$ cat config.mk
export PLATFORM = sky130hd
export DESIGN_NAME = serial_subtractor
export DESIGN_NICKNAME = d
export VERILOG_FILES = /design/src/rtl/serial_subtractor.sv
export SDC_FILE = /design/constraint.sdc
export NUM_CORES = 1
export LEC_CHECK = 0
export ABC_AREA = 1
export BUFFER_PORTS_ARGS = -buffer_cell sky130_fd_sc_hd__buf_2
export CAP_MARGIN = 5
export CORE_UTILIZATION = 36
export CTS_BUF_LIST = sky130_fd_sc_hd__clkbuf_4
export CTS_CLUSTER_SIZE = 24
export DETAILED_ROUTE_END_ITERATION = 10
export HOLD_SLACK_MARGIN = 0.08
export PLACE_DENSITY = 0.59
export SYNTH_ARGS = -nofsm -noshare
export SYNTH_HDL_FRONTEND = slang
export SYNTH_SLANG_ARGS = --single-unit
$ cat constraint.sdc
create_clock -name CLK -period 2.05 [get_ports CLK]
set_input_delay 0 -clock CLK [delete_from_list [all_inputs] [get_ports CLK]]
set_output_delay 0 -clock CLK [all_outputs]
set_load 0.05 [all_outputs]
$ cat src/rtl/serial_subtractor.sv
// serial_subtractor: bit-serial two's-complement subtractor, D = A - B - BI.
// One difference bit per clock, LSB first, through a single full-subtractor
// cell and a borrow flop. Results are registered and held between completions.
module serial_subtractor #(
  parameter int DATA_WIDTH = 32
) (
  input  logic                  CLK,
  input  logic                  RST,
  input  logic                  START,
  input  logic [DATA_WIDTH-1:0] A,
  input  logic [DATA_WIDTH-1:0] B,
  input  logic                  BI,
  output logic [DATA_WIDTH-1:0] D,
  output logic                  BO,
  output logic                  V,
  output logic                  Z,
  output logic                  BUSY,
  output logic                  DONE
);

  localparam int CW = (DATA_WIDTH > 2) ? $clog2(DATA_WIDTH) : 1;
  localparam logic [CW-1:0] LAST_CNT = CW'(DATA_WIDTH - 1);

  typedef enum logic [1:0] {
    IDLE = 2'd0,
    RUN  = 2'd1,
    FIN  = 2'd2
  } state_t;

  state_t                state;
  logic [DATA_WIDTH-1:0] areg;
  logic [DATA_WIDTH-1:0] breg;
  logic [DATA_WIDTH-1:0] dreg;
  logic                  br;
  logic [CW-1:0]         cnt;
  logic                  amsb;
  logic                  bmsb;

  logic                  bit_a;
  logic                  bit_b;
  logic                  d_bit;
  logic                  br_next;
  logic [DATA_WIDTH-1:0] d_next;
  logic                  last;
  logic                  accept;

  // Full-subtractor cell on the current LSBs plus the shifted result word.
  always_comb begin
    bit_a   = areg[0];
    bit_b   = breg[0];
    d_bit   = bit_a ^ bit_b ^ br;
    br_next = (~bit_a & bit_b) | (~(bit_a ^ bit_b) & br);
    d_next  = {d_bit, dreg[DATA_WIDTH-1:1]};
    last    = (cnt == LAST_CNT);
    // START is only honoured while not busy; FIN accepts for back-to-back.
    accept  = START && ((state == IDLE) || (state == FIN));
  end

  // Control FSM, datapath shift registers and registered result outputs.
  // The final bit is folded straight into the outputs on the transition into
  // FIN so that DONE is visible exactly DATA_WIDTH cycles after the accept.
  always_ff @(posedge CLK) begin
    if (RST) begin
      state <= IDLE;
      areg  <= '0;
      breg  <= '0;
      dreg  <= '0;
      br    <= 1'b0;
      cnt   <= '0;
      amsb  <= 1'b0;
      bmsb  <= 1'b0;
      D     <= '0;
      BO    <= 1'b0;
      V     <= 1'b0;
      Z     <= 1'b0;
      BUSY  <= 1'b0;
      DONE  <= 1'b0;
    end else begin
      case (state)
        IDLE, FIN: begin
          DONE <= 1'b0;
          if (accept) begin
            areg  <= A;
            breg  <= B;
            br    <= BI;
            cnt   <= '0;
            dreg  <= '0;
            amsb  <= A[DATA_WIDTH-1];
            bmsb  <= B[DATA_WIDTH-1];
            BUSY  <= 1'b1;
            state <= RUN;
          end else begin
            state <= IDLE;
          end
        end
        RUN: begin
          areg <= areg >> 1;
          breg <= breg >> 1;
          dreg <= d_next;
          br   <= br_next;
          cnt  <= cnt + 1'b1;
          if (last) begin
            D     <= d_next;
            BO    <= br_next;
            // Overflow depends only on operand signs and result sign; the
            // borrow-in cannot flip the sign relationship on its own.
            V     <= (amsb ^ bmsb) & (d_bit ^ amsb);
            Z     <= ~|d_next;
            DONE  <= 1'b1;
            BUSY  <= 1'b0;
            state <= FIN;
          end
        end
        default: begin
          DONE  <= 1'b0;
          BUSY  <= 1'b0;
          state <= IDLE;
        end
      endcase
    end
  end

endmodule

# == After elaboration in Yosys (flattened, before gate mapping) ==
# Cells that the tools add are included.
# word_totals
regBits,143
out_inout_bits,37
elab_cells,59
# classes
n_addsub,1
n_eq_ne,5
muxes,16
n_bitwise,11
reduce_logical,12
# op_table
op,n
$pmux W32 S2,3
$mux W32,3
$reduce_or A32 Y1,1
$pmux W5 S2,1
$reduce_and A2 Y1,4
$add A5 B1 Y5 const B,1
$eq A5 B5 Y1 const B,1
$mux W5,1
$mux W1,4
$ne A2 B2 Y1 const B,2
$pmux W1 S2,2
$pmux W2 S2,1
$reduce_or A2 Y1,2
$xor A1 B1 Y1,4
$and A1 B1 Y1,3
$not A1 Y1,3
$eq A2 B1 Y1 const B,1
$eq A2 B2 Y1 const B,1
$logic_not A2 Y1,1
$mux W2,1
$reduce_bool A2 Y1,1
$logic_and A1 B1 Y1,1
$logic_not A1 Y1,1
$logic_or A1 B1 Y1,1
$or A1 B1 Y1,1

# == Longest topological paths before layout ==
# Gate-level depths: netlist of run 1.
# logic_depth
word_depth,5
depth_mapped,10
depth_no_buf,10

# == Worst setup path before layout of run 1 ==
# Ideal clock, no wire load.
# synth_timing
path_type,flip-flop to flip-flop
start,register cnt[0]
end,register V
setup_ps,117
arrival_ps,1481
setup_slack_ps,452
stages_incl_launch_ff,11
n_path_buf,1
cell_sequence,dfxtp_1 > ha_1 > inv_1 > nor2_1 > ha_1 > nand3_2 > inv_2 > buf_2 > nand2_1 > o221ai_1 > inv_1
# synth_via
elab_chain_cells,2
# synth_lines
item,line_no,rtl
start: declaration,35,logic [CW-1:0] cnt;
start signal: assignment,101,cnt <= cnt + 1'b1;
$eq A5 B5 Y1,54,last = (cnt == LAST_CNT);
$reduce_and A2 Y1 (no source line),--,
end signal: assignment,107,V <= (amsb ^ bmsb) & (d_bit ^ amsb);
end: declaration,15,"output logic V,"
# No other way between the ends.
# A chain may end at the register's enable or synchronous reset.

# == Final worst setup path of run 1 ==
# layout_timing
start,register cnt[0]
end,register D[11]
# layout_via
elab_chain_cells,2
# layout_lines
item,line_no,rtl
$eq A5 B5 Y1,54,
$reduce_and A2 Y1 (no source line),--,
end signal: assignment,103,D <= d_next;
end: declaration,13,"output logic [DATA_WIDTH-1:0] D,"
# No other way between the ends.

==> metrics.md, run 1 <==
| Metric | Value |
|---|---|
| Die Y | `125 microns` |
| Slew Limit Headroom | `0.570` |
| Total GRT Usage | `0.183` |
| Dominant cell type by area after synthesis | `dfxtp_1` |
| Vias in the first global route | `4925` |
| Cells after synthesis | `669` |
| Layout Skew | `16.1 ps` |
| Worst EP arrival | `2250 ps` |
| WL/cell | `13.1 microns` |
| Synth-to-Final Area Change | `28.1%` |
| GR Overflow Total | `0` |
| CTS Hold Bufs | `67` |
| Placer Congestion | `0.766` |
| Postcts setup bufs | `0` |
| Final WL | `13400 microns` |
| Max VDD drop | `0.000446 V` |
| Nets | `893` |
| Required @ worst endpoint | `2510 ps` |
| Synthesized Nets | `740` |
| CTS Buf Count | `17` |
| Input/output buffers | `104` |
| # fillers | `1444` |
| Initial detailed-routing violation count | `316` |
| Slew at the pin closest to its max-slew limit | `645 ps` |
| # Max-Cap Violations | `0` |
| Status | `complete, no violations` |
| Initial antenna violation count | `1` |
| Final worst path period share | `0.869` |
| Clk_lat worst skew | `550 ps` |
| Yosys warning count | `0` |
| Layout cells sized above 1 | `0.201` |
| CP Class | `reg2reg` |
| Final hold vios | `0` |
| DRC | `0` |
| Number of synthesized register bits | `142` |
| Syn_area_per_cell | `8.18 sq um` |
| TNS Setup | `0 ps` |
| Synth area leaders | `dfxtp_1, nand2_1, a31oi_1` |
| Max-slew violations | `0` |
| Root Buffer | `clkbuf_4` |
| PwrDens | `719 mW/mm^2` |
| Worst-case clock buffer depth | `2` |
| Core Region | `0.0147 sq mm` |
| DR vias | `5007` |
| Netlist Area Pre-Place | `0.00547 sq mm` |
| Post-synthesis sequential area ratio | `0.520` |
| Post-DP HPWL | `8150 microns` |
| Post-layout power | `5.04 mW` |
| Cell variety after synth | `24` |
| Die X | `125 microns` |
| Yosys top cell area share | `0.520` |
| Total die area | `0.0157 sq mm` |
| First-pass GRT wire length | `23100 microns` |
| Pleak | `2.74 nW` |
| Setup violators final | `0` |
| CP Launch Type | `flip-flop` |
| Worst hold path type | `in2reg` |
| CP endpoint kind | `flip-flop` |
| Max Fclk | `561 MHz` |
| Sink Count | `142` |
| Post-layout util | `0.477` |
| Worst Path Max Fanout | `46` |
| RSZ-0062 raised after global routing | `false` |
| Initial core utilization | `0.372` |
| Clock-pin slew on the worst setup and hold paths | `110 ps` |
| Vias/cell | `4.91` |
| IO Pins | `105` |
| CTS tree | `done` |
| # rows | `44` |
| H-tree Lvls | `4` |
| PostCTS Resize Cnt | `0` |
| Final Critical Period | `1780 ps` |
| Pin count of the biggest net entering global routing | `69` |
| Antenna Nets Post-Route | `0` |
| First-pass DRT Iterations | `7` |
## worst max-delay path, cell delays in order (launching register included)
cell and delay (ps):
dfxtp_1 380, ha_1 190, inv_1 50, nor2_1 100, ha_1 200, nand3_2 100, inv_2 210, buf_12 240
o21ai_0 100, a21oi_1 130
## registers in the layout, indices dropped and copies added, names as in the netlist
| name | cells |
|---|---|
| DONE | 1 |
| amsb | 1 |
| V | 1 |
| state | 2 |
| br | 1 |
| BO | 1 |
| Z | 1 |
| D | 32 |
| areg | 32 |
| dreg | 31 |
| bmsb | 1 |
| cnt | 5 |
| BUSY | 1 |
| breg | 32 |
## cells by family (layout without fill, tap and decap cells)
kind of cell             after synthesis  in the layout  synth area share
AND/OR/NAND/NOR                      264            264             0.186
AO/OA/AOI/OAI                        169            169             0.215
flip-flops                           142            142             0.520
buffers and inverters                 91            256            0.0707
adder cells (fa/ha/maj)                3              3           0.00823
other                                  0              1                 0
## synth_stat cells (all sizes together)
master,count
o32ai,27
o21ai,34
nand2,222
o221ai,1
ha,2
inv,43
a31oi,63
a211oi,2
fa,1
buf,27
nand3,12
nor2,27
dfxtp,142
clkbuf,21
nor3,1
or2,2
a21oi,42
## layout make-up
type | count | area, sq um | area share
diodes | 1 | 2.50 | 0.000357
clock buffers | 20 | 150 | 0.0214
clock inverters | 11 | 76.3 | 0.0109
inverters | 43 | 161 | 0.0230
multi-input cells | 436 | 2250 | 0.320
flip-flops and latches | 142 | 2840 | 0.405
well taps | 184 | 230 | 0.0328
repair buffers | 182 | 1300 | 0.186
## report_power, final
group | internal (mW) | switching [mW] | leakage [nW] | total [mW]
registers | 2.86 | 0.0548 | 1.16 | 2.91
logic | 0.250 | 0.335 | 1.45 | 0.586
clock network | 0.605 | 0.933 | 0.130 | 1.54
total | 3.72 | 1.32 | 2.74 | 5.04
## worst paths after layout
check / startpoint / end / slack, ps / cells after the start
setup reg to reg: cnt[0] / D[11] / 270 / 9
hold / removal: B[7] / breg[7] / 260 / 4
setup / recovery: cnt[0] / D[11] / 270 / 9
hold reg to reg: dreg[29] / dreg[29] / 470 / 2
## cells in the final DEF, fill, tap and decap left out, types with 2 or more instances in the layout
cell and n:
nand2_1 222, dfxtp_1 142, buf_2 103, dlygate4sd3_1 67
a31oi_1 63, a21oi_1 42, inv_1 39, o21ai_0 31
nor2_1 26, clkbuf_4 20, o32ai_2 19, nand3_1 11
buf_4 10, o32ai_1 8, clkinv_1 5, inv_2 4
clkinv_2 4, o21ai_1 3, a211oi_1 2, or2_2 2
ha_1 2, buf_12 2
## stage by stage
stage          std cells  hold slack, ps  worst slack (ps)  area (sq um)
2_1_floorplan        669             168               452          5470
5_1_grt             1019             209              18.0          7010
4_1_cts             1018             203               259          7010
6_report            1019             262               269          7010
3_5_place_dp         920             283               283          6110
3_3_place_gp         920             277               361          6110
## routing by layer
metal  vias to the layer above  GRT usage  routed length (microns)
met5                         -          0                        0
li1                       2559          -                        -
met1                      2296      0.233                     6230
met2                       132      0.292                     6350
met4                         0     0.0703                      204
met3                        20     0.0526                      573
No activity file was read; power rests on OpenSTA's default activity.
==> run 2: changes to the inputs <==
--- a/config.mk
+++ b/config.mk
@@ -5,7 +5,7 @@
 export SDC_FILE = /design/constraint.sdc
 export NUM_CORES = 1
 export LEC_CHECK = 0
-export ABC_AREA = 1
+export ABC_AREA = 0
 export BUFFER_PORTS_ARGS = -buffer_cell sky130_fd_sc_hd__buf_2
 export CAP_MARGIN = 5
 export CORE_UTILIZATION = 36
==> run 2 against run 1 <==
Effect of this change:
- cell count fell by 9.9%
- setup slack got worse by 120 ps
- critical path depth fell by 3
- final area fell by 2.9%
- critical path type unchanged
- wire length fell by 3.8%
- via count fell by 6.2%
==> metrics.md, run 2 <==
| Metric | Value |
|---|---|
| Core Region | `0.0140 sq mm (was 0.0147 sq mm)` |
| Total die area | `0.0149 sq mm (was 0.0157 sq mm)` |
| Max VDD drop | `0.000496 V (was 0.000446 V)` |
| Vias/cell | `5.12 (was 4.91)` |
| Yosys warning count | `0 (unchanged)` |
| Yosys top cell area share | `0.547 (was 0.520)` |
| Ant. Diodes | `0 (was 1)` |
| Asr flop ratio synth | `0 (unchanged)` |
| Register-to-register setup slack | `150 ps (was 270 ps)` |
| Commonest cells post-synth | `dfxtp_1, nand2_1, a21oi_1 (was nand2_1, dfxtp_1, a31oi_1)` |
| First-pass GRT wire length | `20400 microns (was 23100 microns)` |
| Reg2reg end | `Z (was D[11])` |
| Max Fclk | `527 MHz (was 561 MHz)` |
| Postcts setup bufs | `0 (unchanged)` |
| Worst EP arrival | `2340 ps (was 2250 ps)` |
| Dominant synthesized flop cell | `dfxtp_1 (unchanged)` |
| RSZ-0062 raised after global routing | `false (unchanged)` |
| DRC | `0 (unchanged)` |
| Synthesized Nets | `643 (was 740)` |
| Antenna Nets Post-Route | `0 (unchanged)` |
| Simple-gate share of the synthesized area | `0.141 (was 0.186)` |
| Worst hold path type | `in2reg (unchanged)` |
| Final Critical Period | `1900 ps (was 1780 ps)` |
| Reg2reg start | `breg[0] (was cnt[0])` |
| Final WL | `12900 microns (was 13400 microns)` |
| Reg2Reg Depth | `6 (was 9)` |
| Synth Area in Adders | `0.00866 (was 0.00823)` |
| PwrDens | `802 mW/mm^2 (was 719 mW/mm^2)` |
| H-tree Lvls | `4 (unchanged)` |
| Syn_area_per_cell | `9.09 sq um (was 8.18 sq um)` |
| Clk_lat worst skew | `530 ps (was 550 ps)` |
| GR Overflow Total | `0 (unchanged)` |
| Initial detailed-routing violation count | `247 (was 316)` |
| Nets | `796 (was 893)` |
| Worst-case clock buffer depth | `2 (unchanged)` |
| Total GRT Usage | `0.174 (was 0.183)` |
| Placer Congestion | `0.738 (was 0.766)` |
| CTS tree | `done (unchanged)` |
| IO Pins | `105 (unchanged)` |
| CTS Buf Count | `17 (unchanged)` |
| Post-synthesis compound-gate area fraction | `0.250 (was 0.215)` |
| Root Buffer | `clkbuf_4 (unchanged)` |
| Pin count of the biggest net entering global routing | `71 (was 69)` |
| Final hold vios | `0 (unchanged)` |
| WHS Path Cells | `4 (unchanged)` |
| Commonest non-fill, non-tap cells in the layout | `dfxtp_1, nand2_1, buf_2, a21oi_1, dlygate4sd3_1 (was nand2_1, dfxtp_1, buf_2, dlygate4sd3_1, a31oi_1)` |
| Cells after synthesis | `572 (was 669)` |
| # rows | `43 (was 44)` |
| Cell variety after synth | `33 (was 24)` |
| CP Launch Type | `flip-flop (unchanged)` |
| Netlist Area Pre-Place | `0.00520 sq mm (was 0.00547 sq mm)` |
| Input/output buffers | `104 (unchanged)` |
| Final worst path period share | `0.925 (was 0.869)` |
| Initial antenna violation count | `0 (was 1)` |
| Post-synthesis sequential area ratio | `0.547 (was 0.520)` |
| Commonest non-fill, non-tap cell in the layout | `dfxtp_1 (was nand2_1)` |
| Post-layout power | `5.46 mW (was 5.04 mW)` |
| Layout cells sized above 1 | `0.205 (was 0.201)` |
| Synth-to-Final Area Change | `31.0% (was 28.1%)` |
| Largest family of logic cells by synthesized area | `compound AO/OA/AOI/OAI gates (unchanged)` |
| WL/cell | `14.0 microns (was 13.1 microns)` |
| Die Y | `122 microns (was 125 microns)` |
| # Max-Cap Violations | `0 (unchanged)` |
| Status | `complete, no violations (unchanged)` |
| Worst Path Max Fanout | `4 (was 46)` |
| Die X | `122 microns (was 125 microns)` |
| First-pass DRT Iterations | `4 (was 7)` |
| Sink Count | `142 (unchanged)` |
| Pleak | `2.70 nW (was 2.74 nW)` |
| Number of synthesized register bits | `142 (unchanged)` |
| Slew Limit Headroom | `0.208 (was 0.570)` |
| Post-synth EDFFs | `0 (unchanged)` |
| Dominant cell type by area after synthesis | `dfxtp_1 (unchanged)` |
| Vias in the first global route | `4556 (was 4925)` |
| Synth area leaders | `dfxtp_1, a21oi_1, nand2_1 (was dfxtp_1, nand2_1, a31oi_1)` |
| Slew at the pin closest to its max-slew limit | `1180 ps (was 645 ps)` |
| CP endpoint kind | `flip-flop (unchanged)` |
| Max-slew violations | `0 (unchanged)` |
| Xor and xnor fraction of the mapped netlist area | `0 (unchanged)` |
| Initial core utilization | `0.372 (about the same)` |
| CP Class | `reg2reg (unchanged)` |
| Mux contribution to synthesized area | `0.00217 (was 0)` |
| Top-count cell post-synth | `dfxtp_1 (was nand2_1)` |
| Post-DP HPWL | `7530 microns (was 8150 microns)` |
| Clock-pin slew on the worst setup and hold paths | `110 ps (about the same)` |
| TNS Setup | `0 ps (unchanged)` |
| Top Registers | `D (32), areg (32), breg (32) (unchanged)` |
| DR vias | `4697 (was 5007)` |
| Hold Crit Start | `B[5] (was B[7])` |
| Layout Skew | `14.6 ps (was 16.1 ps)` |
| Required @ worst endpoint | `2500 ps (was 2510 ps)` |
| Hold Crit Endpoint | `breg[5] (was breg[7])` |
| Setup violators final | `0 (unchanged)` |
[run 2: per-layer routing]
metal  vias up  routed length (microns)  track usage
met5         -                        0            0
met4         0                      130       0.0572
met3        13                      812       0.0599
met2       137                     6180        0.297
met1      2208                     5740        0.202
li1       2339                        -            -
[run 2: worst max path at each step]
stage,startpoint,end,slack (ps),cells past startpoint
floorplan,breg[0],Z,300,6
global route,state[0],cnt[4],50,3
detailed placement,breg[0],Z,160,6
CTS,breg[0],Z,130,6
global placement,state[0],dreg[24],240,3
finish,breg[0],Z,150,6
[run 2: through the flow]
step,instances,util,worst slack [ps],instance area [sq um],hold WS (ps)
after floorplan,572,-,301,5200,155
after global placement,819,0.416,238,5820,262
after detailed placement,819,0.416,163,5820,272
after CTS,918,0.486,133,6810,228
after global routing,918,0.487,46.0,6810,239
final,918,0.487,154,6810,280
[run 2: final cells by class]
class | instances | area, sq um
fill | 1348 | 7180
sequential | 142 | 2840
multi-input combinational | 381 | 2120
timing repair buffer | 181 | 1310
tap | 180 | 225
clock buffer | 23 | 173
clock inverter | 9 | 141
inverter | 2 | 7.51
[run 2: kinds of logic after synthesis]
kind of cell,after synthesis
fa+ha+maj,3
simple gates,175
flops,142
compound gates,202
buf+inv,49
mux,1
[run 2: repair_timing]
item	in CTS	in global routing
endpoints found under the hold margin	83	0
setup endpoints to repair	0	1
hold buffers	67	0
gates resized for setup	0	1
[run 2: worst max-delay path: stages (launching register included)]
cell	delay, ps
dfxtp_1	350
inv_1	60
fa_1	540
nor4_2	290
nand4_1	90
or3_1	350
a21oi_1	150
[run 2: power by group]
| part | total, mW | internal [mW] | switching, mW |
|---|---|---|---|
| Clock | 1.97 | 1.04 | 0.935 |
| Sequential | 2.91 | 2.86 | 0.0541 |
| Combinational | 0.577 | 0.265 | 0.312 |
| Total | 5.46 | 4.16 | 1.30 |
==> run 3: changes to the inputs <==
==> constraint.sdc (replaced) <==
create_clock -name CLK -period 1.9 [get_ports CLK]
set_input_delay 0 -clock CLK [delete_from_list [all_inputs] [get_ports CLK]]
set_output_delay 0 -clock CLK [all_outputs]
set_load 0.05 [all_outputs]
==> run 3 against run 2 <==
Effect of this change:
- die area stayed put
- total power is 3.0% higher
- maximum frequency is 7.9% higher
- core utilization is 0.13 points higher
- worst hold slack better by 11 ps
- critical path type unchanged
==> metrics.md, run 3 (synthesis gave the netlist of run 2 again) <==
| Metric | Value |
|---|---|
| GR Overflow Total | `0 (unchanged)` |
| Comb power frac | `0.116 (was 0.106)` |
| Worst EP arrival | `2200 ps (was 2340 ps)` |
| Core Region | `0.0140 sq mm (unchanged)` |
| # rows | `43 (unchanged)` |
| Slew at the pin closest to its max-slew limit | `1010 ps (was 1180 ps)` |
| Reg2reg end | `Z (unchanged)` |
| Final worst path period share | `0.925 (about the same)` |
| Layout cells sized above 1 | `0.213 (was 0.205)` |
| Worst Path Max Fanout | `4 (unchanged)` |
| CP Class | `reg2reg (unchanged)` |
| Commonest non-fill, non-tap cells in the layout | `dfxtp_1, nand2_1, buf_2, a21oi_1, dlygate4sd3_1 (unchanged)` |
| Total GRT Usage | `0.179 (was 0.174)` |
| Final hold vios | `0 (unchanged)` |
| CP Launch Type | `flip-flop (unchanged)` |
| Final Critical Period | `1760 ps (was 1900 ps)` |
| Dominant delay contributor by cell family on the critical path | `simple AND/OR/NAND/NOR gates (unchanged)` |
| Max-slew violations | `0 (unchanged)` |
| DR vias | `4742 (was 4697)` |
| Nets | `802 (was 796)` |
| WHS Path Cells | `4 (unchanged)` |
| Initial antenna violation count | `0 (unchanged)` |
| Internal | `4.21 mW (was 4.16 mW)` |
| Max VDD drop | `0.000476 V (was 0.000496 V)` |
| Vias in the first global route | `4462 (was 4556)` |
| Die X | `122 microns (unchanged)` |
| Initial detailed-routing violation count | `208 (was 247)` |
| Die Y | `122 microns (unchanged)` |
| DRC | `0 (unchanged)` |
| Pleak | `2.71 nW (was 2.70 nW)` |
| Hold Crit Start | `A[11] (was B[5])` |
| Crit-path slowest cell | `fa_2 (was fa_1)` |
| Commonest non-fill, non-tap cell in the layout | `dfxtp_1 (unchanged)` |
| Psw | `1.41 mW (was 1.30 mW)` |
| Slew Limit Headroom | `0.323 (was 0.208)` |
| PwrDens | `823 mW/mm^2 (was 802 mW/mm^2)` |
| Initial core utilization | `0.372 (unchanged)` |
| WL/cell | `14.5 microns (was 14.0 microns)` |
| Synth-to-Final Area Change | `31.3% (was 31.0%)` |
| Antenna Nets Post-Route | `0 (unchanged)` |
| Setup violators final | `0 (unchanged)` |
| TNS Setup | `0 ps (unchanged)` |
| Post-DP HPWL | `7700 microns (was 7530 microns)` |
| Final WL | `13400 microns (was 12900 microns)` |
| Vias/cell | `5.14 (was 5.12)` |
| Worst hold path type | `in2reg (unchanged)` |
| CTS Buf Count | `17 (unchanged)` |
| First-pass GRT wire length | `20800 microns (was 20400 microns)` |
| Status | `complete, no violations (unchanged)` |
| Clk_lat worst skew | `510 ps (was 530 ps)` |
| Worst-case clock buffer depth | `2 (unchanged)` |
| Sink Count | `142 (unchanged)` |
| Register-to-register setup slack | `140 ps (was 150 ps)` |
| First-pass DRT Iterations | `5 (was 4)` |
| Buf/Inv on CP | `1 (unchanged)` |
| Worst stage delay on the critical path | `500 ps (was 540 ps)` |
| Pin count of the biggest net entering global routing | `68 (was 71)` |
| Placer Congestion | `0.726 (was 0.738)` |
| Max Fclk | `569 MHz (was 527 MHz)` |
| CTS tree | `done (unchanged)` |
| H-tree Lvls | `4 (unchanged)` |
| Clock-pin slew on the worst setup and hold paths | `110 ps (about the same)` |
| Total die area | `0.0149 sq mm (unchanged)` |
| Sequential power share | `0.559 (was 0.533)` |
| IO Pins | `105 (unchanged)` |
| Reg2reg start | `br (was breg[0])` |
| CP endpoint kind | `flip-flop (unchanged)` |
| Hold Crit Endpoint | `areg[11] (was breg[5])` |
| Layout Skew | `8.53 ps (was 14.6 ps)` |
| Reg2Reg Depth | `6 (unchanged)` |
| Clock share of power | `0.325 (was 0.361)` |
| Cell Area, Placed | `0.00583 sq mm (was 0.00582 sq mm)` |
| Fin area | `0.00683 sq mm (was 0.00681 sq mm)` |
| Root Buffer | `clkbuf_4 (unchanged)` |
| Sw frac | `0.251 (was 0.238)` |
| Critical-path cell list | `inv_1, fa_2, nor4_2, nand4_1, or3_1, a21oi_1 (was inv_1, fa_1, nor4_2, nand4_1, or3_1, a21oi_1)` |
| Ant. Diodes | `0 (unchanged)` |
| RSZ-0062 raised after global routing | `false (unchanged)` |
| Input/output buffers | `104 (unchanged)` |
| Required @ worst endpoint | `2350 ps (was 2500 ps)` |
| # Max-Cap Violations | `0 (unchanged)` |
| Top Registers | `D (32), areg (32), breg (32) (unchanged)` |
## run 3: worst min-delay path, stage by stage
cell	delay (ps)
dlygate4sd3_1	520
buf_2	100
a22oi_1	60
a21oi_1	110
## run 3: metrics by stage
step                      utilization  hold WS (ps)  cells  power [mW]  setup slack, ps
after floorplan                     -           155    572        3.56              151
final                           0.488           291    923        5.62              142
after detailed placement        0.417           282    820        3.72            -23.3
after global routing            0.488           227    923        5.91             27.3
after global placement          0.417           262    820        3.70             79.3
after CTS                       0.485           227    920        5.68             19.4
## run 3: worst max path at each step
stage / start / depth (start not counted) / to / slack [ps]
6_report: br / 6 / Z / 140
5_1_grt: br / 6 / Z / 30
4_1_cts: breg[0] / 6 / Z / 20
3_5_place_dp: breg[0] / 6 / Z / -20
3_3_place_gp: state[0] / 3 / dreg[24] / 80
2_1_floorplan: breg[0] / 6 / Z / 150
## run 3: area by class of cell
| class | count | area, sq um |
|---|---|---|
| inverters | 2 | 7.51 |
| clock buffers | 22 | 165 |
| fillers | 1352 | 7160 |
| multi-input cells | 382 | 2130 |
| clock inverters | 9 | 95.1 |
| well taps | 180 | 225 |
| repair buffers | 186 | 1360 |
| flip-flops and latches | 142 | 2840 |
## run 3: metal layers
metal  global-route usage  routed length, microns  part of all wire  vias up
li1                     -                       -                 -     2345
met1                0.215                    6050              0.45     2255
met2                0.297                    6460              0.48      134
met3               0.0609                     779             0.058        8
met4               0.0595                      92            0.0069        0
met5                    0                       0                 0        -
## run 3: repair_timing
action / CTS / global route
pin swaps: 1 / 2
endpoints found under the hold margin: 127 / 0
setup buffers: 0 / 2
setup endpoints to repair: 5 / 34
cloned: 1 / 1
hold buffers: 68 / 0
resized for setup: 2 / 2
## run 3: power groups by stage
stage                     logic, mW  registers, mW  clock network [mW]
after floorplan               0.358           3.20                   0
after global placement        0.499           3.21                   0
after detailed placement      0.513           3.21                   0
after CTS                     0.635           3.14                1.90
after global routing          0.717           3.16                2.03
final                         0.651           3.14                1.83
